**src/rtl/scan_disp_pkg.sv**
```systemverilog
// -----------------------------------------------------------------------------
// scan_disp_pkg
// Shared definitions for the 74HC595 scanning seven-segment display driver:
//   - segment patterns (bit6..0 = gfedcba) for digits 0-9, blank and dash
//   - seg_encode(): BCD nibble + dp + blank flag -> segment byte (bit7 = dp)
//   - frame_width(): bits in one {sel, seg} frame for a given digit count
//   - shift_state_t: states of the serialiser FSM
// -----------------------------------------------------------------------------
package scan_disp_pkg;

   localparam logic [6:0] SEG_0     = 7'h3F;
   localparam logic [6:0] SEG_1     = 7'h06;
   localparam logic [6:0] SEG_2     = 7'h5B;
   localparam logic [6:0] SEG_3     = 7'h4F;
   localparam logic [6:0] SEG_4     = 7'h66;
   localparam logic [6:0] SEG_5     = 7'h6D;
   localparam logic [6:0] SEG_6     = 7'h7D;
   localparam logic [6:0] SEG_7     = 7'h07;
   localparam logic [6:0] SEG_8     = 7'h7F;
   localparam logic [6:0] SEG_9     = 7'h6F;
   localparam logic [6:0] SEG_BLANK = 7'h00;
   localparam logic [6:0] SEG_DASH  = 7'h40;

   typedef enum logic [1:0] {
      ST_IDLE  = 2'd0,
      ST_SHIFT = 2'd1,
      ST_LATCH = 2'd2
   } shift_state_t;

   // One frame carries one select bit per digit followed by the 8 segment bits.
   function automatic int frame_width(input int digits);
      return digits + 8;
   endfunction

   // Active-high segment byte. Non-decimal nibbles render blank.
   function automatic logic [7:0] seg_encode(input logic [3:0] nibble,
                                             input logic       dp,
                                             input logic       blank);
      logic [6:0] pat;
      if (blank) begin
         pat = SEG_BLANK;
      end else begin
         case (nibble)
            4'd0:    pat = SEG_0;
            4'd1:    pat = SEG_1;
            4'd2:    pat = SEG_2;
            4'd3:    pat = SEG_3;
            4'd4:    pat = SEG_4;
            4'd5:    pat = SEG_5;
            4'd6:    pat = SEG_6;
            4'd7:    pat = SEG_7;
            4'd8:    pat = SEG_8;
            4'd9:    pat = SEG_9;
            default: pat = SEG_BLANK;
         endcase
      end
      return {dp, pat};
   endfunction

endpackage

```
**src/rtl/bin2bcd_seq.sv**
```systemverilog
// -----------------------------------------------------------------------------
// bin2bcd_seq
// Iterative double-dabble binary-to-BCD converter: one add-3/shift step per
// clock, DATA_W steps per conversion. The internal BCD register is wider than
// DIGITS so values that do not fit on the display raise o_overflow.
// Ports:
//   i_clk, i_rst   clock, asynchronous active-high reset
//   i_start        accepted when idle; i_data is captured on that edge
//   i_data         unsigned value to convert
//   o_busy         conversion in progress
//   o_done         one-cycle pulse after the final step; results valid from here
//   o_bcd          DIGITS BCD nibbles, nibble 0 = units
//   o_overflow     value needs more than DIGITS decimal digits
// -----------------------------------------------------------------------------
module bin2bcd_seq #(
   parameter int DATA_W = 20,
   parameter int DIGITS = 6
) (
   input  logic                  i_clk,
   input  logic                  i_rst,
   input  logic                  i_start,
   input  logic [DATA_W-1:0]     i_data,
   output logic                  o_busy,
   output logic                  o_done,
   output logic [4*DIGITS-1:0]   o_bcd,
   output logic                  o_overflow
);

   // Every decimal digit absorbs more than 3 bits, so this always holds the
   // full value; at least one nibble above DIGITS keeps the overflow slice legal.
   localparam int BCD_RAW = (DATA_W + 2) / 3 + 1;
   localparam int BCD_N   = (BCD_RAW > DIGITS) ? BCD_RAW : DIGITS + 1;
   localparam int CNT_W   = $clog2(DATA_W + 1);

   logic [DATA_W-1:0]  r_bin;
   logic [4*BCD_N-1:0] r_bcd;
   logic [CNT_W-1:0]   r_cnt;
   logic               r_busy;
   logic               r_done;

   logic [4*BCD_N-1:0] w_adj;
   logic [4*BCD_N-1:0] w_bcd_nxt;

   always_comb begin
      // NOTE: give every comb output a value before any condition so no path
      // leaves it unassigned; otherwise synthesis infers a latch.
      w_adj = r_bcd;
      for (int i = 0; i < BCD_N; i++) begin
         if (r_bcd[4*i +: 4] >= 4'd5) begin
            w_adj[4*i +: 4] = r_bcd[4*i +: 4] + 4'd3;
         end
      end
      w_bcd_nxt = {w_adj[4*BCD_N-2:0], r_bin[DATA_W-1]};
   end

   // NOTE: sequential state uses <= so every register samples pre-edge values
   // regardless of statement order.
   always_ff @(posedge i_clk or posedge i_rst) begin
      if (i_rst) begin
         r_bin  <= '0;
         r_bcd  <= '0;
         r_cnt  <= '0;
         r_busy <= 1'b0;
         r_done <= 1'b0;
      end else begin
         r_done <= 1'b0;
         if (i_start && !r_busy) begin
            r_bin  <= i_data;
            r_bcd  <= '0;
            r_cnt  <= CNT_W'(DATA_W);
            r_busy <= 1'b1;
         end else if (r_busy) begin
            r_bcd <= w_bcd_nxt;
            r_bin <= r_bin << 1;
            r_cnt <= r_cnt - 1'b1;
            if (r_cnt == CNT_W'(1)) begin
               r_busy <= 1'b0;
               r_done <= 1'b1;
            end
         end
      end
   end

   assign o_busy     = r_busy;
   assign o_done     = r_done;
   assign o_bcd      = r_bcd[4*DIGITS-1:0];
   assign o_overflow = |r_bcd[4*BCD_N-1:4*DIGITS];

endmodule

```
**src/rtl/scan_display_595_gen.sv**
```systemverilog
// -----------------------------------------------------------------------------
// scan_display_595_gen
// Scanning seven-segment driver for a chain of 74HC595s. A value accepted on
// the valid/ready handshake is converted to BCD, formatted (leading-zero
// blanking, minus sign, decimal points, overflow dashes) into a display
// register, then each digit slot shifts one {sel, seg} frame MSB first onto
// ds/shcp and latches it with stcp. oe is PWM-dimmed by brightness.
// Ports:
//   sys_clk, sys_rst      clock, asynchronous active-high reset
//   data_in, data_valid   value and qualifier (also qualifies sign/dp_mask/blank_lz)
//   data_ready            converter idle
//   sign                  show '-' left of the most significant digit
//   dp_mask               decimal point per digit, bit 0 = rightmost
//   blank_lz              leading-zero blanking enable
//   brightness            0 = off .. 15 = full on
//   ds, shcp, stcp, oe    595 serial data, shift clock, latch, output enable (low)
// -----------------------------------------------------------------------------
module scan_display_595_gen
   import scan_disp_pkg::*;
#(
   parameter int DIGITS         = 6,
   parameter int DATA_W         = 20,
   parameter int SCAN_DIV       = 50000,
   parameter int SHIFT_DIV      = 2,
   parameter bit SEG_ACTIVE_LOW = 1'b0,
   parameter bit SEL_ACTIVE_LOW = 1'b1
) (
   input  logic              sys_clk,
   input  logic              sys_rst,
   input  logic [DATA_W-1:0] data_in,
   input  logic              data_valid,
   output logic              data_ready,
   input  logic              sign,
   input  logic [DIGITS-1:0] dp_mask,
   input  logic              blank_lz,
   input  logic [3:0]        brightness,
   output logic              ds,
   output logic              shcp,
   output logic              stcp,
   output logic              oe
);

   localparam int FRAME_W = frame_width(DIGITS);
   localparam int IDX_W   = $clog2(DIGITS);
   localparam int SLOT_W  = $clog2(SCAN_DIV);
   localparam int DIV_W   = (SHIFT_DIV > 1) ? $clog2(SHIFT_DIV) : 1;
   localparam int BIT_W   = $clog2(FRAME_W + 1);

   // A whole frame plus latch must fit inside one digit slot.
   if (SCAN_DIV < 2 * SHIFT_DIV * (FRAME_W + 1) + 2) begin : g_scan_div_check
      $error("SCAN_DIV too small for one frame shift and latch");
   end
   if (DIGITS < 2 || DIGITS > 8) begin : g_digits_check
      $error("DIGITS must be in 2..8");
   end

   // ---------------------------------------------------------------- input side
   logic                r_busy;
   logic                r_sign;
   logic                r_blank;
   logic [DIGITS-1:0]   r_dp;
   logic [7:0]          r_disp [DIGITS];

   logic                w_accept;
   logic                w_conv_busy;
   logic                w_conv_done;
   logic                w_bcd_ovf;
   logic [4*DIGITS-1:0] w_bcd;

   assign w_accept   = data_valid && !r_busy && !w_conv_busy;
   assign data_ready = !r_busy;

   bin2bcd_seq #(
      .DATA_W (DATA_W),
      .DIGITS (DIGITS)
   ) u_bin2bcd (
      .i_clk      (sys_clk),
      .i_rst      (sys_rst),
      .i_start    (w_accept),
      .i_data     (data_in),
      .o_busy     (w_conv_busy),
      .o_done     (w_conv_done),
      .o_bcd      (w_bcd),
      .o_overflow (w_bcd_ovf)
   );

   // ---------------------------------------------------------------- formatting
   int         w_msd;
   logic       w_ovf;
   logic [7:0] w_fmt [DIGITS];

   always_comb begin
      // Highest non-zero digit; digit 0 counts as significant even when zero.
      w_msd = 0;
      for (int i = 0; i < DIGITS; i++) begin
         if (w_bcd[4*i +: 4] != 4'd0) begin
            w_msd = i;
         end
      end
      // The sign needs the position just above the value.
      w_ovf = w_bcd_ovf || (r_sign && (w_msd == DIGITS - 1));
      for (int i = 0; i < DIGITS; i++) begin
         if (w_ovf) begin
            w_fmt[i] = {1'b0, SEG_DASH};
         end else if (r_sign && (i == w_msd + 1)) begin
            w_fmt[i] = {r_dp[i], SEG_DASH};
         end else begin
            w_fmt[i] = seg_encode(w_bcd[4*i +: 4], r_dp[i], r_blank && (i > w_msd));
         end
      end
   end

   always_ff @(posedge sys_clk or posedge sys_rst) begin
      if (sys_rst) begin
         r_busy  <= 1'b0;
         r_sign  <= 1'b0;
         r_blank <= 1'b0;
         r_dp    <= '0;
         // NOTE: this small register file is reset on purpose so the display
         // starts blank; larger RAM-style arrays would normally be left unreset.
         for (int i = 0; i < DIGITS; i++) begin
            r_disp[i] <= 8'h00;
         end
      end else begin
         if (w_accept) begin
            r_busy  <= 1'b1;
            r_sign  <= sign;
            r_blank <= blank_lz;
            r_dp    <= dp_mask;
         end else if (w_conv_done) begin
            // All digits change together so a scan never mixes two values.
            r_busy <= 1'b0;
            for (int i = 0; i < DIGITS; i++) begin
               r_disp[i] <= w_fmt[i];
            end
         end
      end
   end

   // ---------------------------------------------------------------- scan timing
   logic [SLOT_W-1:0] r_slot;
   logic [IDX_W-1:0]  r_digit_idx;
   logic [IDX_W-1:0]  r_req_idx;
   logic              r_pending;
   logic              w_tick;
   logic              w_load;

   assign w_tick = (r_slot == SLOT_W'(SCAN_DIV - 1));

   always_ff @(posedge sys_clk or posedge sys_rst) begin
      if (sys_rst) begin
         r_slot      <= '0;
         r_digit_idx <= '0;
         r_req_idx   <= '0;
         r_pending   <= 1'b0;
      end else begin
         r_slot <= w_tick ? '0 : r_slot + 1'b1;
         if (w_tick) begin
            // The requested frame shows the current digit; the index then moves
            // on, so the first frame after reset is digit 0.
            r_pending   <= 1'b1;
            r_req_idx   <= r_digit_idx;
            r_digit_idx <= (r_digit_idx == IDX_W'(DIGITS - 1)) ? '0 : r_digit_idx + 1'b1;
         end else if (w_load) begin
            r_pending <= 1'b0;
         end
      end
   end

   // ---------------------------------------------------------------- frame build
   logic [DIGITS-1:0]  w_sel;
   logic [7:0]         w_seg;
   logic [FRAME_W-1:0] w_frame;

   always_comb begin
      w_sel = DIGITS'(1) << r_req_idx;
      if (SEL_ACTIVE_LOW) begin
         w_sel = ~w_sel;
      end
      w_seg = r_disp[r_req_idx];
      if (SEG_ACTIVE_LOW) begin
         w_seg = ~w_seg;
      end
      w_frame = {w_sel, w_seg};
   end

   // ---------------------------------------------------------------- shift FSM
   shift_state_t       r_state, w_state_nxt;
   logic [FRAME_W-1:0] r_shreg, w_shreg_nxt;
   logic [DIV_W-1:0]   r_div,   w_div_nxt;
   logic [BIT_W-1:0]   r_bits,  w_bits_nxt;
   logic               r_ds,    w_ds_nxt;
   logic               r_shcp,  w_shcp_nxt;
   logic               r_stcp,  w_stcp_nxt;
   logic               w_div_last;

   assign w_div_last = (r_div == DIV_W'(SHIFT_DIV - 1));

   always_ff @(posedge sys_clk or posedge sys_rst) begin
      if (sys_rst) begin
         r_state <= ST_IDLE;
         r_shreg <= '0;
         r_div   <= '0;
         r_bits  <= '0;
         r_ds    <= 1'b0;
         r_shcp  <= 1'b0;
         r_stcp  <= 1'b0;
      end else begin
         r_state <= w_state_nxt;
         r_shreg <= w_shreg_nxt;
         r_div   <= w_div_nxt;
         r_bits  <= w_bits_nxt;
         r_ds    <= w_ds_nxt;
         r_shcp  <= w_shcp_nxt;
         r_stcp  <= w_stcp_nxt;
      end
   end

   always_comb begin
      w_state_nxt = r_state;
      w_shreg_nxt = r_shreg;
      w_div_nxt   = r_div;
      w_bits_nxt  = r_bits;
      w_ds_nxt    = r_ds;
      w_shcp_nxt  = r_shcp;
      w_stcp_nxt  = r_stcp;
      w_load      = 1'b0;
      unique case (r_state)
         ST_IDLE: begin
            w_shcp_nxt = 1'b0;
            w_stcp_nxt = 1'b0;
            if (r_pending) begin
               w_load      = 1'b1;
               w_shreg_nxt = w_frame;
               w_ds_nxt    = w_frame[FRAME_W-1];
               w_div_nxt   = '0;
               w_bits_nxt  = '0;
               w_state_nxt = ST_SHIFT;
            end
         end
         ST_SHIFT: begin
            if (!w_div_last) begin
               w_div_nxt = r_div + 1'b1;
            end else begin
               w_div_nxt = '0;
               if (!r_shcp) begin
                  w_shcp_nxt = 1'b1;
                  w_bits_nxt = r_bits + 1'b1;
               end else begin
                  // ds only moves on the falling edge, so it is settled for a
                  // full low phase before the next rising edge.
                  w_shcp_nxt = 1'b0;
                  if (r_bits == BIT_W'(FRAME_W)) begin
                     w_stcp_nxt  = 1'b1;
                     w_state_nxt = ST_LATCH;
                  end else begin
                     w_shreg_nxt = r_shreg << 1;
                     w_ds_nxt    = r_shreg[FRAME_W-2];
                  end
               end
            end
         end
         ST_LATCH: begin
            if (!w_div_last) begin
               w_div_nxt = r_div + 1'b1;
            end else begin
               w_div_nxt   = '0;
               w_stcp_nxt  = 1'b0;
               w_state_nxt = ST_IDLE;
            end
         end
         default: begin
            w_state_nxt = ST_IDLE;
         end
      endcase
   end

   assign ds   = r_ds;
   assign shcp = r_shcp;
   assign stcp = r_stcp;

   // ---------------------------------------------------------------- dimming
   logic [3:0] r_pwm;
   logic       r_oe;

   always_ff @(posedge sys_clk or posedge sys_rst) begin
      if (sys_rst) begin
         r_pwm <= '0;
         r_oe  <= 1'b1;
      end else begin
         r_pwm <= (r_pwm == 4'd14) ? 4'd0 : r_pwm + 1'b1;
         // 15 PWM phases: brightness=15 is full on, 0 is never on.
         r_oe  <= (brightness == 4'd15) ? 1'b0 : !(r_pwm < brightness);
      end
   end

   assign oe = r_oe;

endmodule
```
**config.mk**
```make
export PLATFORM = sky130hd
export DESIGN_NAME = scan_display_595_gen
export DESIGN_NICKNAME = d
export VERILOG_FILES = /design/src/rtl/scan_disp_pkg.sv /design/src/rtl/bin2bcd_seq.sv /design/src/rtl/scan_display_595_gen.sv
export SDC_FILE = /design/constraint.sdc
export NUM_CORES = 1
export LEC_CHECK = 0
export ABC_AREA = 1
export BUFFER_PORTS_ARGS = -buffer_cell sky130_fd_sc_hd__buf_2
export CAP_MARGIN = 20
export CORE_ASPECT_RATIO = 1.75
export CORE_MARGIN = 2
export CORE_UTILIZATION = 62
export DETAILED_ROUTE_END_ITERATION = 16
export PLACE_DENSITY = 0.76
export SYNTH_ARGS = -nofsm -noshare
export SYNTH_HDL_FRONTEND = slang
export SYNTH_SLANG_ARGS = --single-unit
```
**constraint.sdc**
```tcl
create_clock -name sys_clk -period 15.1 [get_ports sys_clk]
set_input_delay 3.02 -clock sys_clk [delete_from_list [all_inputs] [get_ports sys_clk]]
set_output_delay 3.02 -clock sys_clk [all_outputs]
set_load 0.01 [all_outputs]
```
==> results of run 1 <==
kinds of logic after synthesis:
| family | after synthesis | synth area share (%) |
|---|---|---|
| AOI/OAI and AO/OA | 229 | 14.05 |
| xor gates and xnor gates | 12 | 1.140 |
| adders and majority gates | 59 | 8.007 |
| buffers and inverters | 170 | 7.274 |
| DFF | 167 | 45.34 |
| muxes | 1 | 0.1086 |
| and+or+nand+nor | 509 | 24.09 |
flip-flops by register name (all words and copies together), names as in the netlist, 2 cells and up:
register         cells
r_bits               4
r_digit_idx          3
r_dp                 6
r_state              2
r_disp              48
u_bin2bcd.r_bcd     32
u_bin2bcd.r_cnt      5
r_shreg             13
r_pwm                4
r_slot              16
r_req_idx            3
u_bin2bcd.r_bin     20
where the power goes:
part | switching, W | internal [W] | leakage [nW]
clock | 0.000195 | 0.000304 | 0.332
sequential | 0.0000000264 | 0.000447 | 1.98
combinational | 0.0000106 | 0.00000383 | 2.77
Yosys cell counts, drive strengths merged, types with 11 or more instances:
cell    number
a21oi       45
nand4       28
xor2        11
o22ai       25
dfrtp      166
or2         16
nand2      303
o21ai      115
inv        136
clkbuf      16
buf         16
ha          59
nor2        89
nand3       59
o211ai      13
per-stage QoR:
stage | setup slack (ps) | instance area [um2] | power [W] | util, %
finish | 10480 | 10210 | 0.0009603 | 69.47
global route | 10300 | 10210 | 0.0009860 | 69.47
CTS | 10490 | 10210 | 0.0009640 | 69.47
global placement | 10140 | 9529 | 0.0004710 | 64.87
floorplan | 7563 | 9220 | 0.0004635 | -
detailed placement | 10090 | 9529 | 0.0004711 | 64.87
final cells by class:
class	instances	area [um2]	area share (%)
repair buffers	43	225.2	2.207
flip-flops and latches	167	4180	40.96
multi-input cells	810	4369	42.81
inverters	138	525.5	5.149
well taps	183	229.0	2.243
clock inverters	14	237.7	2.329
clock buffers	18	439.2	4.303
worst max path at each step:
stage | end | slack [ps] | cells after the start
2_1_floorplan | ds | 7560 | 1
3_3_place_gp | r_disp[16] | 10140 | 8
3_5_place_dp | r_disp[17] | 10090 | 8
4_1_cts | r_disp[17] | 10490 | 8
5_1_grt | r_disp[21] | 10300 | 8
6_report | r_disp[17] | 10480 | 8
worst reg2reg max path: cells and delay by family, from the launching register on:
kind	cells	cell delay (ps)
flip-flops	1	430
adder cells (fa/ha/maj)	2	590
AND/OR/NAND/NOR	10	1450
buffers and inverters	2	300
metal layers:
metal  share of wire (%)  vias to the layer above  track usage (%)
li1                    -                     3826                -
met1                  40                     3721            31.58
met2                  53                      138            49.27
met3                 2.5                       59            3.675
met4                 4.7                        0            14.35
met5                   0                        -                0
==> metrics.txt, run 1 <==
# TYPE chip_impl_metric gauge
chip_impl_info{name="postSynth.topFlopCell",value="sky130_fd_sc_hd__dfrtp_1"} 1
chip_impl_metric{name="timing.setup.tns",unit="ps"} 0
chip_impl_metric{name="power_density",unit="mW/mm2"} 94.09
chip_impl_metric{name="post_cts.resized_instances",unit=""} 0
chip_impl_metric{name="fillCellCount",unit=""} 1199
chip_impl_metric{name="finalHoldWorstSlack",unit="ps"} 470.9
chip_impl_metric{name="timing.critical_path.arrival",unit="ps"} 4950
chip_impl_metric{name="layout-drive-gt1-share",unit="%"} 10.25
chip_impl_metric{name="cts.htree.levels",unit=""} 4
chip_impl_info{name="r2r_startpoint",value="u_bin2bcd.r_bcd[9]"} 1
chip_impl_info{name="critical_path_class",value="input port to flop"} 1
chip_impl_metric{name="grt_first_pass_wirelength",unit="um"} 34540
chip_impl_metric{name="synth_fp_nets",unit=""} 1241
chip_impl_metric{name="synth_warnings",unit=""} 0
chip_impl_info{name="grt_setup_unrepaired",value="no"} 1
chip_impl_metric{name="design.core.area",unit="mm2"} 0.01469
chip_impl_info{name="dominant_cell_type_by_area_after_synthesis",value="sky130_fd_sc_hd__dfrtp_1"} 1
chip_impl_metric{name="detail_route.first_pass.iterations",unit=""} 4
chip_impl_metric{name="worst_clock_skew",unit="ps"} 15.22
chip_impl_info{name="layout.cells.most_common",value="sky130_fd_sc_hd__nand2_1"} 1
chip_impl_metric{name="cts_max_path_buffers",unit=""} 2
chip_impl_metric{name="timing.max_slew.rel_slack",unit="%"} 29.86
chip_impl_metric{name="cts_num_sinks",unit=""} 167
chip_impl_metric{name="clock_buffers_created_by_tritoncts",unit=""} 17
chip_impl_metric{name="avgViaCountPerCell",unit=""} 5.640
chip_impl_metric{name="cts-hold-fix-buffers",unit=""} 0
chip_impl_metric{name="boundaryPins",unit=""} 40
chip_impl_metric{name="die_w",unit="um"} 96.19
chip_impl_metric{name="die_h",unit="um"} 165.3
chip_impl_metric{name="remaining_drc_errors",unit=""} 0
chip_impl_metric{name="r2r_slack",unit="ps"} 12210
chip_impl_metric{name="power.ir.vdd_worst",unit="mV"} 0.07365
chip_impl_metric{name="clkLatencyLatePin",unit="ps"} 430
chip_impl_info{name="root_cell_of_the_clock_tree",value="sky130_fd_sc_hd__clkbuf_16"} 1
chip_impl_info{name="yosys-top-cells-area",value="sky130_fd_sc_hd__dfrtp_1 (45%), sky130_fd_sc_hd__nand2_1 (12%), sky130_fd_sc_hd__ha_1 (8.0%)"} 1
chip_impl_metric{name="max-cap-violations",unit=""} 0
chip_impl_info{name="endpoint_with_the_worst_hold_slack",value="u_bin2bcd.o_done"} 1
chip_impl_info{name="critPathSlowestCell",value="sky130_fd_sc_hd__nand2_2"} 1
chip_impl_metric{name="timing.final.hold_violations",unit=""} 0
chip_impl_info{name="cp-start-kind",value="input port"} 1
chip_impl_metric{name="count_of_nets_after_finishing",unit=""} 1271
chip_impl_metric{name="clk_transition_reported_paths",unit="ps"} 70
chip_impl_metric{name="routed_wl",unit="um"} 21070
chip_impl_metric{name="post_synth_cell_types",unit=""} 50
chip_impl_metric{name="placed_cells_incl_taps",unit=""} 1341
chip_impl_metric{name="routabilityCongestion",unit=""} 0.9375
chip_impl_metric{name="initial_drc_count",unit=""} 346
chip_impl_metric{name="worstPathRequired",unit="ps"} 15440
chip_impl_metric{name="total_grt_overflow",unit=""} 0
chip_impl_info{name="worst_hold_class",value="flop to flop"} 1
chip_impl_metric{name="via_count_of_the_first_global_routing_pass",unit=""} 7540
chip_impl_metric{name="crit_path_max_fanout",unit=""} 49
chip_impl_metric{name="core.rowCount",unit=""} 59
chip_impl_metric{name="via_count",unit=""} 7744
chip_impl_info{name="status",value="finished, final reports clean"} 1
chip_impl_metric{name="p_leak",unit="nW"} 5.082
chip_impl_metric{name="tightest_slew",unit="ps"} 1048
chip_impl_info{name="cp-end-kind",value="flop"} 1
chip_impl_info{name="worst_path_most_repeated_cell",value="sky130_fd_sc_hd__nand2_2"} 1
chip_impl_info{name="startpoint",value="data_valid"} 1
chip_impl_metric{name="placement.io_buffers",unit=""} 39
chip_impl_metric{name="floorplan.die_area",unit="mm2"} 0.01590
chip_impl_info{name="timing.critical_path.cells",value="buf_2, nand3_1, nand2_2, nor2_8, inv_2, nor2_2, nand2_2, o21ai_1"} 1
chip_impl_metric{name="post-dp-hpwl",unit="um"} 14820
chip_impl_metric{name="grt_util_all_layers",unit="%"} 27.67
chip_impl_metric{name="synth_edf_count",unit=""} 0
chip_impl_metric{name="postSynth.asyncResetShare",unit="%"} 100.0
chip_impl_info{name="timing.rr.end",value="r_disp[29]"} 1
chip_impl_metric{name="cp_slowest_stage_delay",unit="ps"} 610
chip_impl_metric{name="ys_seq_elements",unit=""} 167
chip_impl_metric{name="yosys.area.top_type_share",unit="%"} 45.05
chip_impl_metric{name="antenna_violating_nets_post_route",unit=""} 0
chip_impl_metric{name="syn_area",unit="mm2"} 0.009220
chip_impl_metric{name="postSynthCellCount",unit=""} 1147
chip_impl_info{name="min_from",value="u_bin2bcd.r_cnt[4]"} 1
chip_impl_metric{name="number_of_antenna_violations_at_the_first_check_in_global_routing",unit=""} 0
chip_impl_metric{name="timing.final.crit_share",unit="%"} 30.57
chip_impl_metric{name="syn_to_final_growth",unit="%"} 10.69
chip_impl_metric{name="worst_r2r_path_depth",unit=""} 14
chip_impl_metric{name="finalMaxSlewViolations",unit=""} 0
chip_impl_info{name="tritoncts",value="yes"} 1
chip_impl_metric{name="number_of_cells_traversed_by_the_worst_hold_path",unit=""} 1
chip_impl_metric{name="timing.fmax",unit="GHz"} 0.2166
chip_impl_metric{name="post_synth.cell_area_avg",unit="um2"} 8.038
chip_impl_metric{name="grt_max_degree",unit=""} 92
chip_impl_metric{name="setup_viols_final",unit=""} 0
chip_impl_metric{name="initial_core_util",unit="%"} 62.76
chip_impl_info{name="critical_path.top_delay_family",value="simple AND/OR/NAND/NOR gates"} 1
chip_impl_info{name="most-common-layout-cells",value="sky130_fd_sc_hd__nand2_1 (299), sky130_fd_sc_hd__dfrtp_1 (166), sky130_fd_sc_hd__inv_1 (123), sky130_fd_sc_hd__o21ai_0 (103), sky130_fd_sc_hd__nor2_1 (81)"} 1
chip_impl_metric{name="min_period",unit="ps"} 4616
chip_impl_metric{name="antenna_cells",unit=""} 0
chip_impl_metric{name="count_of_placed_standard_cells_in_the_final_layout_fillers_left_out",unit=""} 1373
chip_impl_metric{name="synth.yosys.seq_area_share",unit="%"} 45.34
chip_impl_metric{name="post_cts.repair.setup_buffers",unit=""} 0
chip_impl_metric{name="wl_per_cell",unit="um"} 15.34
chip_impl_metric{name="critical_path_buffers_and_inverters",unit=""} 2
(Power assumes the default switching activity.)
==> inputs of run 2 (changes only) <==
==> constraint.sdc (replaced) <==
create_clock -name sys_clk -period 4.25 [get_ports sys_clk]
set_input_delay 0.85 -clock sys_clk [delete_from_list [all_inputs] [get_ports sys_clk]]
set_output_delay 0.85 -clock sys_clk [all_outputs]
set_load 0.01 [all_outputs]
==> metrics.txt, run 2 (same netlist as run 1, synthesis figures left out) <==
# TYPE chip_impl_metric gauge
chip_impl_metric{name="post-dp-hpwl",unit="um"} 15110
chip_impl_metric{name="clock_buffers_created_by_tritoncts",unit=""} 17
chip_impl_metric{name="cts.htree.levels",unit=""} 4
chip_impl_metric{name="layout-drive-gt1-share",unit="%"} 10.48
chip_impl_metric{name="routed_wl",unit="um"} 21060
chip_impl_metric{name="setup_viols_final",unit=""} 0
chip_impl_info{name="cp-end-kind",value="flop"} 1
chip_impl_metric{name="grt_first_pass_wirelength",unit="um"} 35320
chip_impl_metric{name="p_leak",unit="nW"} 5.078
chip_impl_metric{name="worst_clock_skew",unit="ps"} 9.857
chip_impl_metric{name="total_grt_overflow",unit=""} 0
chip_impl_info{name="tritoncts",value="yes"} 1
chip_impl_metric{name="post_cts.repair.setup_buffers",unit=""} 0
chip_impl_metric{name="routabilityCongestion",unit=""} 0.9092
chip_impl_info{name="timing.rr.end",value="r_disp[24]"} 1
chip_impl_metric{name="syn_to_final_growth",unit="%"} 10.69
chip_impl_metric{name="timing.final.crit_share",unit="%"} 65.55
chip_impl_metric{name="detail_route.first_pass.iterations",unit=""} 7
chip_impl_metric{name="r2r_slack",unit="ps"} 1460
chip_impl_metric{name="remaining_drc_errors",unit=""} 0
chip_impl_metric{name="finalInstanceArea",unit="mm2"} 0.01021
chip_impl_info{name="root_cell_of_the_clock_tree",value="sky130_fd_sc_hd__clkbuf_16"} 1
chip_impl_info{name="r2r_startpoint",value="u_bin2bcd.r_bcd[21]"} 1
chip_impl_info{name="critical_path_class",value="flop to flop"} 1
chip_impl_metric{name="tightest_slew",unit="ps"} 1004
chip_impl_info{name="top_regs",value="r_disp x48, u_bin2bcd.r_bcd x32, u_bin2bcd.r_bin x20"} 1
chip_impl_metric{name="cts_num_sinks",unit=""} 167
chip_impl_info{name="critPathSlowestCell",value="sky130_fd_sc_hd__dfrtp_1"} 1
chip_impl_metric{name="clkLatencyLatePin",unit="ps"} 430
chip_impl_metric{name="worst_r2r_path_depth",unit=""} 12
chip_impl_metric{name="initial_core_util",unit="%"} 62.76
chip_impl_metric{name="cts_max_path_buffers",unit=""} 2
chip_impl_metric{name="max-cap-violations",unit=""} 0
chip_impl_metric{name="core.rowCount",unit=""} 59
chip_impl_metric{name="via_count_of_the_first_global_routing_pass",unit=""} 7661
chip_impl_metric{name="via_count",unit=""} 7683
chip_impl_metric{name="worstPathRequired",unit="ps"} 4560
chip_impl_metric{name="cts-hold-fix-buffers",unit=""} 0
chip_impl_metric{name="timing.fmax",unit="GHz"} 0.3589
chip_impl_metric{name="number_of_cells_traversed_by_the_worst_hold_path",unit=""} 1
chip_impl_metric{name="boundaryPins",unit=""} 40
chip_impl_info{name="max_flop_register",value="r_disp"} 1
chip_impl_metric{name="finalMaxSlewViolations",unit=""} 0
chip_impl_metric{name="number_of_antenna_violations_at_the_first_check_in_global_routing",unit=""} 0
chip_impl_metric{name="preCtsSetupSlack",unit="ps"} 1529
chip_impl_metric{name="die_w",unit="um"} 96.19
chip_impl_info{name="cp-start-kind",value="flop"} 1
chip_impl_metric{name="min_period",unit="ps"} 2786
chip_impl_info{name="most-common-layout-cells",value="sky130_fd_sc_hd__nand2_1 (299), sky130_fd_sc_hd__dfrtp_1 (166), sky130_fd_sc_hd__inv_1 (123), sky130_fd_sc_hd__o21ai_0 (103), sky130_fd_sc_hd__nor2_1 (81)"} 1
chip_impl_metric{name="place_area",unit="mm2"} 0.009595
chip_impl_metric{name="power_density",unit="mW/mm2"} 319.1
chip_impl_metric{name="post_cts.resized_instances",unit=""} 0
chip_impl_metric{name="avgViaCountPerCell",unit=""} 5.584
chip_impl_metric{name="timing.max_slew.rel_slack",unit="%"} 32.80
chip_impl_metric{name="timing.setup.tns",unit="ps"} 0
chip_impl_info{name="status",value="finished, final reports clean"} 1
chip_impl_metric{name="cp_slowest_stage_delay",unit="ps"} 430
chip_impl_metric{name="timing.final.hold_violations",unit=""} 0
chip_impl_metric{name="crit_path_max_fanout",unit=""} 8
chip_impl_metric{name="worst_slack",unit="ps"} 1464
chip_impl_metric{name="placed_cells_incl_taps",unit=""} 1344
chip_impl_metric{name="grt_util_all_layers",unit="%"} 28.35
chip_impl_info{name="worst_hold_class",value="flop to flop"} 1
chip_impl_metric{name="timing.critical_path.arrival",unit="ps"} 3100
chip_impl_metric{name="antenna_violating_nets_post_route",unit=""} 0
chip_impl_metric{name="placement.io_buffers",unit=""} 39
chip_impl_metric{name="die_h",unit="um"} 165.3
chip_impl_metric{name="count_of_nets_after_finishing",unit=""} 1274
chip_impl_metric{name="floorplan.die_area",unit="mm2"} 0.01590
chip_impl_metric{name="grt_max_degree",unit=""} 76
chip_impl_info{name="layout.cells.most_common",value="sky130_fd_sc_hd__nand2_1"} 1
chip_impl_metric{name="design.core.area",unit="mm2"} 0.01469
chip_impl_metric{name="initial_drc_count",unit=""} 380
chip_impl_metric{name="clk_transition_reported_paths",unit="ps"} 70
chip_impl_metric{name="antenna_cells",unit=""} 0
chip_impl_info{name="grt_setup_unrepaired",value="no"} 1
chip_impl_metric{name="power.total",unit="W"} 0.003257
chip_impl_info{name="endpoint_with_the_worst_hold_slack",value="u_bin2bcd.o_done"} 1
chip_impl_metric{name="count_of_placed_standard_cells_in_the_final_layout_fillers_left_out",unit=""} 1376
chip_impl_info{name="timing.critical_path.cells",value="inv_1, ha_1, nand3_4, nor2_1, nand2_1, inv_2, nand2_1, ha_1, nor2_1, nand3_1, nand4_1, nand2_1"} 1
chip_impl_metric{name="number_of_flip_flops_in_the_largest_register",unit=""} 48
chip_impl_metric{name="power.ir.vdd_worst",unit="mV"} 0.2595
chip_impl_info{name="min_from",value="u_bin2bcd.r_cnt[4]"} 1
chip_impl_metric{name="wl_per_cell",unit="um"} 15.30
chip_impl_info{name="worst_path_most_repeated_cell",value="sky130_fd_sc_hd__nand2_1"} 1
run 2: how the worst max path moves through the flow:
| stage | startpoint | end | slack (ps) | cells after the start |
|---|---|---|---|---|
| detailed placement | u_bin2bcd.r_bcd[21] | r_disp[26] | 1530 | 12 |
| CTS | u_bin2bcd.r_bcd[21] | r_disp[35] | 1510 | 14 |
| global placement | u_bin2bcd.r_bcd[21] | r_disp[33] | 1620 | 14 |
| floorplan | sys_rst | ds | 1270 | 1 |
| finish | u_bin2bcd.r_bcd[21] | r_disp[24] | 1460 | 12 |
| global route | u_bin2bcd.r_bcd[9] | r_disp[30] | 1220 | 15 |
run 2: final cells by class:
class                           instances  area [um2]
Sequential cell                       167        4180
Inverter                              138       524.3
Fill cell                            1216        4484
Timing Repair Buffer                   46       292.8
Tap cell                              183       229.0
Clock inverter                         13       157.7
Multi-Input combinational cell        810        4369
Clock buffer                           19       452.9
run 2: critical path: cells and delay by family, from the launching register on:
family / cells / cell delay, ps
adder cells (fa/ha/maj): 2 / 580
buffers and inverters: 2 / 320
flip-flops: 1 / 430
AND/OR/NAND/NOR: 8 / 1330
run 2: stage by stage:
stage / hold WS [ps] / utilization (%)
after global routing: 473.8 / 69.47
after detailed placement: 456.7 / 65.32
after global placement: 439.3 / 65.13
after floorplan: 423.9 / -
after CTS: 463.3 / 69.47
final: 463.7 / 69.47
run 2: power by group:
group	leakage, nW	internal [W]	switching (W)
clock network	0.303	0.000917	0.000696
logic	2.79	0.0000167	0.0000372
registers	1.98	0.00159	0.0000000900
run 2: layer usage:
layer  wire length [um]  vias up  GRT usage, %
met5                  0        -             0
met4                905        0         13.64
met3                618       54         3.857
met2              11330      168         50.79
met1               8206     3631         32.50
li1                   -     3830             -
==> inputs of run 3 (changes only) <==
--- a/config.mk
+++ b/config.mk
@@ -5,14 +5,14 @@
 export SDC_FILE = /design/constraint.sdc
 export NUM_CORES = 1
 export LEC_CHECK = 0
-export ABC_AREA = 1
+export ABC_AREA = 0
 export BUFFER_PORTS_ARGS = -buffer_cell sky130_fd_sc_hd__buf_2
 export CAP_MARGIN = 20
 export CORE_ASPECT_RATIO = 1.75
 export CORE_MARGIN = 2
-export CORE_UTILIZATION = 62
+export CORE_UTILIZATION = 56
 export DETAILED_ROUTE_END_ITERATION = 16
-export PLACE_DENSITY = 0.76
+export PLACE_DENSITY = 0.72
 export SYNTH_ARGS = -nofsm -noshare
 export SYNTH_HDL_FRONTEND = slang
 export SYNTH_SLANG_ARGS = --single-unit
==> constraint.sdc (replaced) <==
create_clock -name sys_clk -period 2.2 [get_ports sys_clk]
set_input_delay 0.44 -clock sys_clk [delete_from_list [all_inputs] [get_ports sys_clk]]
set_output_delay 0.44 -clock sys_clk [all_outputs]
set_load 0.01 [all_outputs]
==> metrics.txt, run 3 <==
# TYPE chip_impl_metric gauge
chip_impl_info{name="status",value="finished with violations"} 1
chip_impl_metric{name="cp_slowest_stage_delay",unit="ps"} 470
chip_impl_metric{name="synth_xor_area_share",unit="%"} 3.114
chip_impl_info{name="grt_setup_unrepaired",value="yes"} 1
chip_impl_info{name="yosys.cell_count.top_type",value="sky130_fd_sc_hd__dfrtp_1"} 1
chip_impl_metric{name="min_period",unit="ps"} 2467
chip_impl_info{name="layout.cells.most_common",value="sky130_fd_sc_hd__dfrtp_1"} 1
chip_impl_metric{name="routabilityCongestion",unit=""} 0.8746
chip_impl_metric{name="antenna_cells",unit=""} 0
chip_impl_metric{name="max-cap-violations",unit=""} 0
chip_impl_metric{name="crit_path_max_fanout",unit=""} 5
chip_impl_metric{name="synth_fp_nets",unit=""} 1081
chip_impl_metric{name="timing.critical_path.arrival",unit="ps"} 2790
chip_impl_metric{name="timing.max_slew.rel_slack",unit="%"} 57.89
chip_impl_info{name="synth_common_cells",value="sky130_fd_sc_hd__dfrtp_1 (166), sky130_fd_sc_hd__nand2_1 (165), sky130_fd_sc_hd__o21ai_0 (119)"} 1
chip_impl_info{name="worst_hold_class",value="input port to async pin"} 1
chip_impl_info{name="worst_path_most_repeated_cell",value="sky130_fd_sc_hd__ha_4"} 1
chip_impl_metric{name="timing.setup.tns",unit="ps"} -5809
chip_impl_info{name="top_regs",value="r_disp x48, u_bin2bcd.r_bcd x32, u_bin2bcd.r_bin x20"} 1
chip_impl_metric{name="number_of_flip_flops_in_the_largest_register",unit=""} 48
chip_impl_metric{name="post_synth.cell_area_avg",unit="um2"} 9.404
chip_impl_info{name="cp-end-kind",value="flop"} 1
chip_impl_metric{name="design.core.area",unit="mm2"} 0.01629
chip_impl_info{name="critPathSlowestCell",value="sky130_fd_sc_hd__or4_4"} 1
chip_impl_metric{name="synth_compound_area_share",unit="%"} 13.59
chip_impl_metric{name="core.rowCount",unit=""} 62
chip_impl_info{name="violations",value="negative setup slack"} 1
chip_impl_metric{name="initial_core_util",unit="%"} 56.97
chip_impl_metric{name="via_count_of_the_first_global_routing_pass",unit=""} 7269
chip_impl_metric{name="place_area",unit="mm2"} 0.01012
chip_impl_metric{name="synth_adder_area_share",unit="%"} 7.954
chip_impl_metric{name="wl_per_cell",unit="um"} 15.78
chip_impl_metric{name="power.total",unit="W"} 0.01281
chip_impl_metric{name="antenna_violating_nets_post_route",unit=""} 0
chip_impl_metric{name="synth.area.mux_share",unit="%"} 8.682
chip_impl_metric{name="cts_max_path_buffers",unit=""} 2
chip_impl_metric{name="p_leak",unit="nW"} 5.133
chip_impl_metric{name="worst_slack",unit="ps"} -266.7
chip_impl_metric{name="avgViaCountPerCell",unit=""} 5.567
chip_impl_metric{name="die_h",unit="um"} 174.3
chip_impl_metric{name="yosys.area_share.simple",unit="%"} 17.82
chip_impl_metric{name="clock_buffers_created_by_tritoncts",unit=""} 17
chip_impl_metric{name="syn_area",unit="mm2"} 0.009281
chip_impl_info{name="dominant_cell_type_by_area_after_synthesis",value="sky130_fd_sc_hd__dfrtp_1"} 1
chip_impl_metric{name="yosys.area.top_type_share",unit="%"} 44.76
chip_impl_info{name="combinational_family_with_the_most_area_after_synthesis",value="simple AND/OR/NAND/NOR gates"} 1
chip_impl_metric{name="timing.fmax",unit="GHz"} 0.4054
chip_impl_metric{name="grt_util_all_layers",unit="%"} 24.24
chip_impl_metric{name="initial_drc_count",unit=""} 290
chip_impl_metric{name="routed_wl",unit="um"} 20160
chip_impl_metric{name="placed_cells_incl_taps",unit=""} 1235
chip_impl_metric{name="post_synth_cell_types",unit=""} 48
chip_impl_metric{name="grt_max_degree",unit=""} 47
chip_impl_metric{name="die_w",unit="um"} 101.3
chip_impl_metric{name="post-dp-hpwl",unit="um"} 14410
chip_impl_metric{name="boundaryPins",unit=""} 40
chip_impl_metric{name="grt_first_pass_wirelength",unit="um"} 33910
chip_impl_info{name="cp-start-kind",value="flop"} 1
chip_impl_metric{name="worstPathRequired",unit="ps"} 2520
chip_impl_metric{name="synth_warnings",unit=""} 0
chip_impl_metric{name="count_of_placed_standard_cells_in_the_final_layout_fillers_left_out",unit=""} 1278
chip_impl_metric{name="finalInstanceArea",unit="mm2"} 0.01092
chip_impl_metric{name="floorplan.die_area",unit="mm2"} 0.01766
chip_impl_metric{name="power.ir.vdd_worst",unit="mV"} 0.7447
chip_impl_metric{name="remaining_drc_errors",unit=""} 0
chip_impl_metric{name="cts.htree.levels",unit=""} 4
chip_impl_metric{name="timing.final.hold_violations",unit=""} 0
chip_impl_metric{name="timing.final.crit_share",unit="%"} 112.1
chip_impl_metric{name="clkLatencyLatePin",unit="ps"} 430
chip_impl_metric{name="clk_transition_reported_paths",unit="ps"} 70
chip_impl_metric{name="postSynth.asyncResetShare",unit="%"} 100.0
chip_impl_info{name="root_cell_of_the_clock_tree",value="sky130_fd_sc_hd__clkbuf_16"} 1
chip_impl_metric{name="setup_viols_final",unit=""} 32
chip_impl_metric{name="count_of_nets_after_finishing",unit=""} 1168
chip_impl_metric{name="synth_edf_count",unit=""} 0
chip_impl_metric{name="detail_route.first_pass.iterations",unit=""} 4
chip_impl_metric{name="finalMaxSlewViolations",unit=""} 0
chip_impl_metric{name="number_of_antenna_violations_at_the_first_check_in_global_routing",unit=""} 0
chip_impl_metric{name="ys_seq_elements",unit=""} 167
chip_impl_metric{name="cts_num_sinks",unit=""} 167
chip_impl_info{name="tritoncts",value="yes"} 1
chip_impl_info{name="postSynth.topFlopCell",value="sky130_fd_sc_hd__dfrtp_1"} 1
chip_impl_info{name="critical_path_class",value="flop to flop"} 1
chip_impl_info{name="most-common-layout-cells",value="sky130_fd_sc_hd__dfrtp_1 (165), sky130_fd_sc_hd__nand2_1 (161), sky130_fd_sc_hd__o21ai_0 (88), sky130_fd_sc_hd__buf_4 (73), sky130_fd_sc_hd__ha_1 (56)"} 1
chip_impl_metric{name="placement.io_buffers",unit=""} 39
chip_impl_info{name="max_flop_register",value="r_disp"} 1
chip_impl_metric{name="postSynthCellCount",unit=""} 987
chip_impl_metric{name="syn_to_final_growth",unit="%"} 17.65
chip_impl_metric{name="total_grt_overflow",unit=""} 0
chip_impl_info{name="timing.critical_path.cells",value="inv_2, ha_4, or3b_4, buf_6, nor2_4, ha_4, nor2b_4, nand2_2, or4_4, nand4_4, o21ai_1"} 1
chip_impl_metric{name="layout-drive-gt1-share",unit="%"} 19.15
chip_impl_metric{name="via_count",unit=""} 7114
chip_impl_metric{name="worst_clock_skew",unit="ps"} 9.913
chip_impl_metric{name="synth.yosys.seq_area_share",unit="%"} 45.04
chip_impl_info{name="yosys-top-cells-area",value="sky130_fd_sc_hd__dfrtp_1 (45%), sky130_fd_sc_hd__ha_1 (8.0%), sky130_fd_sc_hd__nand2_1 (6.7%)"} 1
chip_impl_metric{name="tightest_slew",unit="ps"} 630.3
chip_impl_metric{name="power_density",unit="mW/mm2"} 1173
==> run 3: changes by cell type after synthesis, sizes merged, moves of 19 or more <==
| cell | delta |
|---|---|
| clkbuf | +28 |
| inv | -96 |
| mux2i | +48 |
| nand2 | -138 |
| nand2b | +26 |
| nand3 | -38 |
| nand4 | -19 |
| nor2 | -40 |
| o22ai | -21 |
==> run 3: final timing paths <==
check	startpoint	endpoint	slack, ps	cells past startpoint
max	u_bin2bcd.r_bcd[17]	r_disp[19]	-270	11
min	sys_rst	r_pwm[3]	40	2
max reg2reg	u_bin2bcd.r_bcd[17]	r_disp[19]	-270	11
min reg2reg	r_disp[20]	r_disp[20]	460	2
min in group sys_clk	brightness[2]	oe	210	2
max in group asynchronous	sys_rst	oe	1430	3
==> run 3: power breakdown <==
group / switching (W) / internal (W)
registers: 0.000567 / 0.00375
logic: 0.00311 / 0.00256
clock network: 0.00122 / 0.00162
total: 0.00489 / 0.00792
==> run 3: layout make-up <==
class / count / area, um2
Timing Repair Buffer: 120 / 868.3
Inverter: 40 / 153.9
Sequential cell: 167 / 4184
Multi-Input combinational cell: 728 / 4916
Tap cell: 192 / 240.2
Clock inverter: 10 / 96.34
Clock buffer: 21 / 460.4
Fill cell: 1315 / 5371
==> run 3: kinds of logic after synthesis <==
| logic type | count (synthesis) |
|---|---|
| multiplexers | 69 |
| XOR/XNOR | 33 |
| flip-flops | 167 |
| buffers and inverters | 92 |
| adder cells (fa/ha/maj) | 59 |
| AND/OR/NAND/NOR | 343 |
| AO/OA/AOI/OAI | 224 |
==> run 3: per-stage QoR <==
stage                     utilization [%]  setup WS (ps)  hold slack (ps)
after floorplan                         -         -544.7            432.9
after global placement              62.10         -426.6            450.0
after detailed placement            62.10         -521.9            454.6
after CTS                           66.37         -371.8            36.34
after global routing                67.03         -318.1            55.28
final                               67.03         -266.7            39.50
==> run 3: what timing repair did <==
item | CTS | global route
setup endpoints to repair | 42 | 42
hold buffers | 0 | 0
buffers inserted | 9 | 4
resized for setup | 37 | 29
pin swaps | 27 | 27
==> run 3: worst max-delay path, delay by kind of cell (launching register included) <==
family | cells | cell delay [ps]
compound gates | 1 | 70
simple gates | 6 | 1300
flops | 1 | 400
buf+inv | 2 | 230
fa+ha+maj | 2 | 360
==> run 3: layer usage <==
metal,share of wire (%),GRT usage [%],wire [um],up-vias
met4,3.5,9.797,697,0
met2,55,45.01,11110,95
li1,-,-,-,3550
met1,39,26.30,7887,3434
met3,2.3,4.503,463,35
met5,0,0,0,-
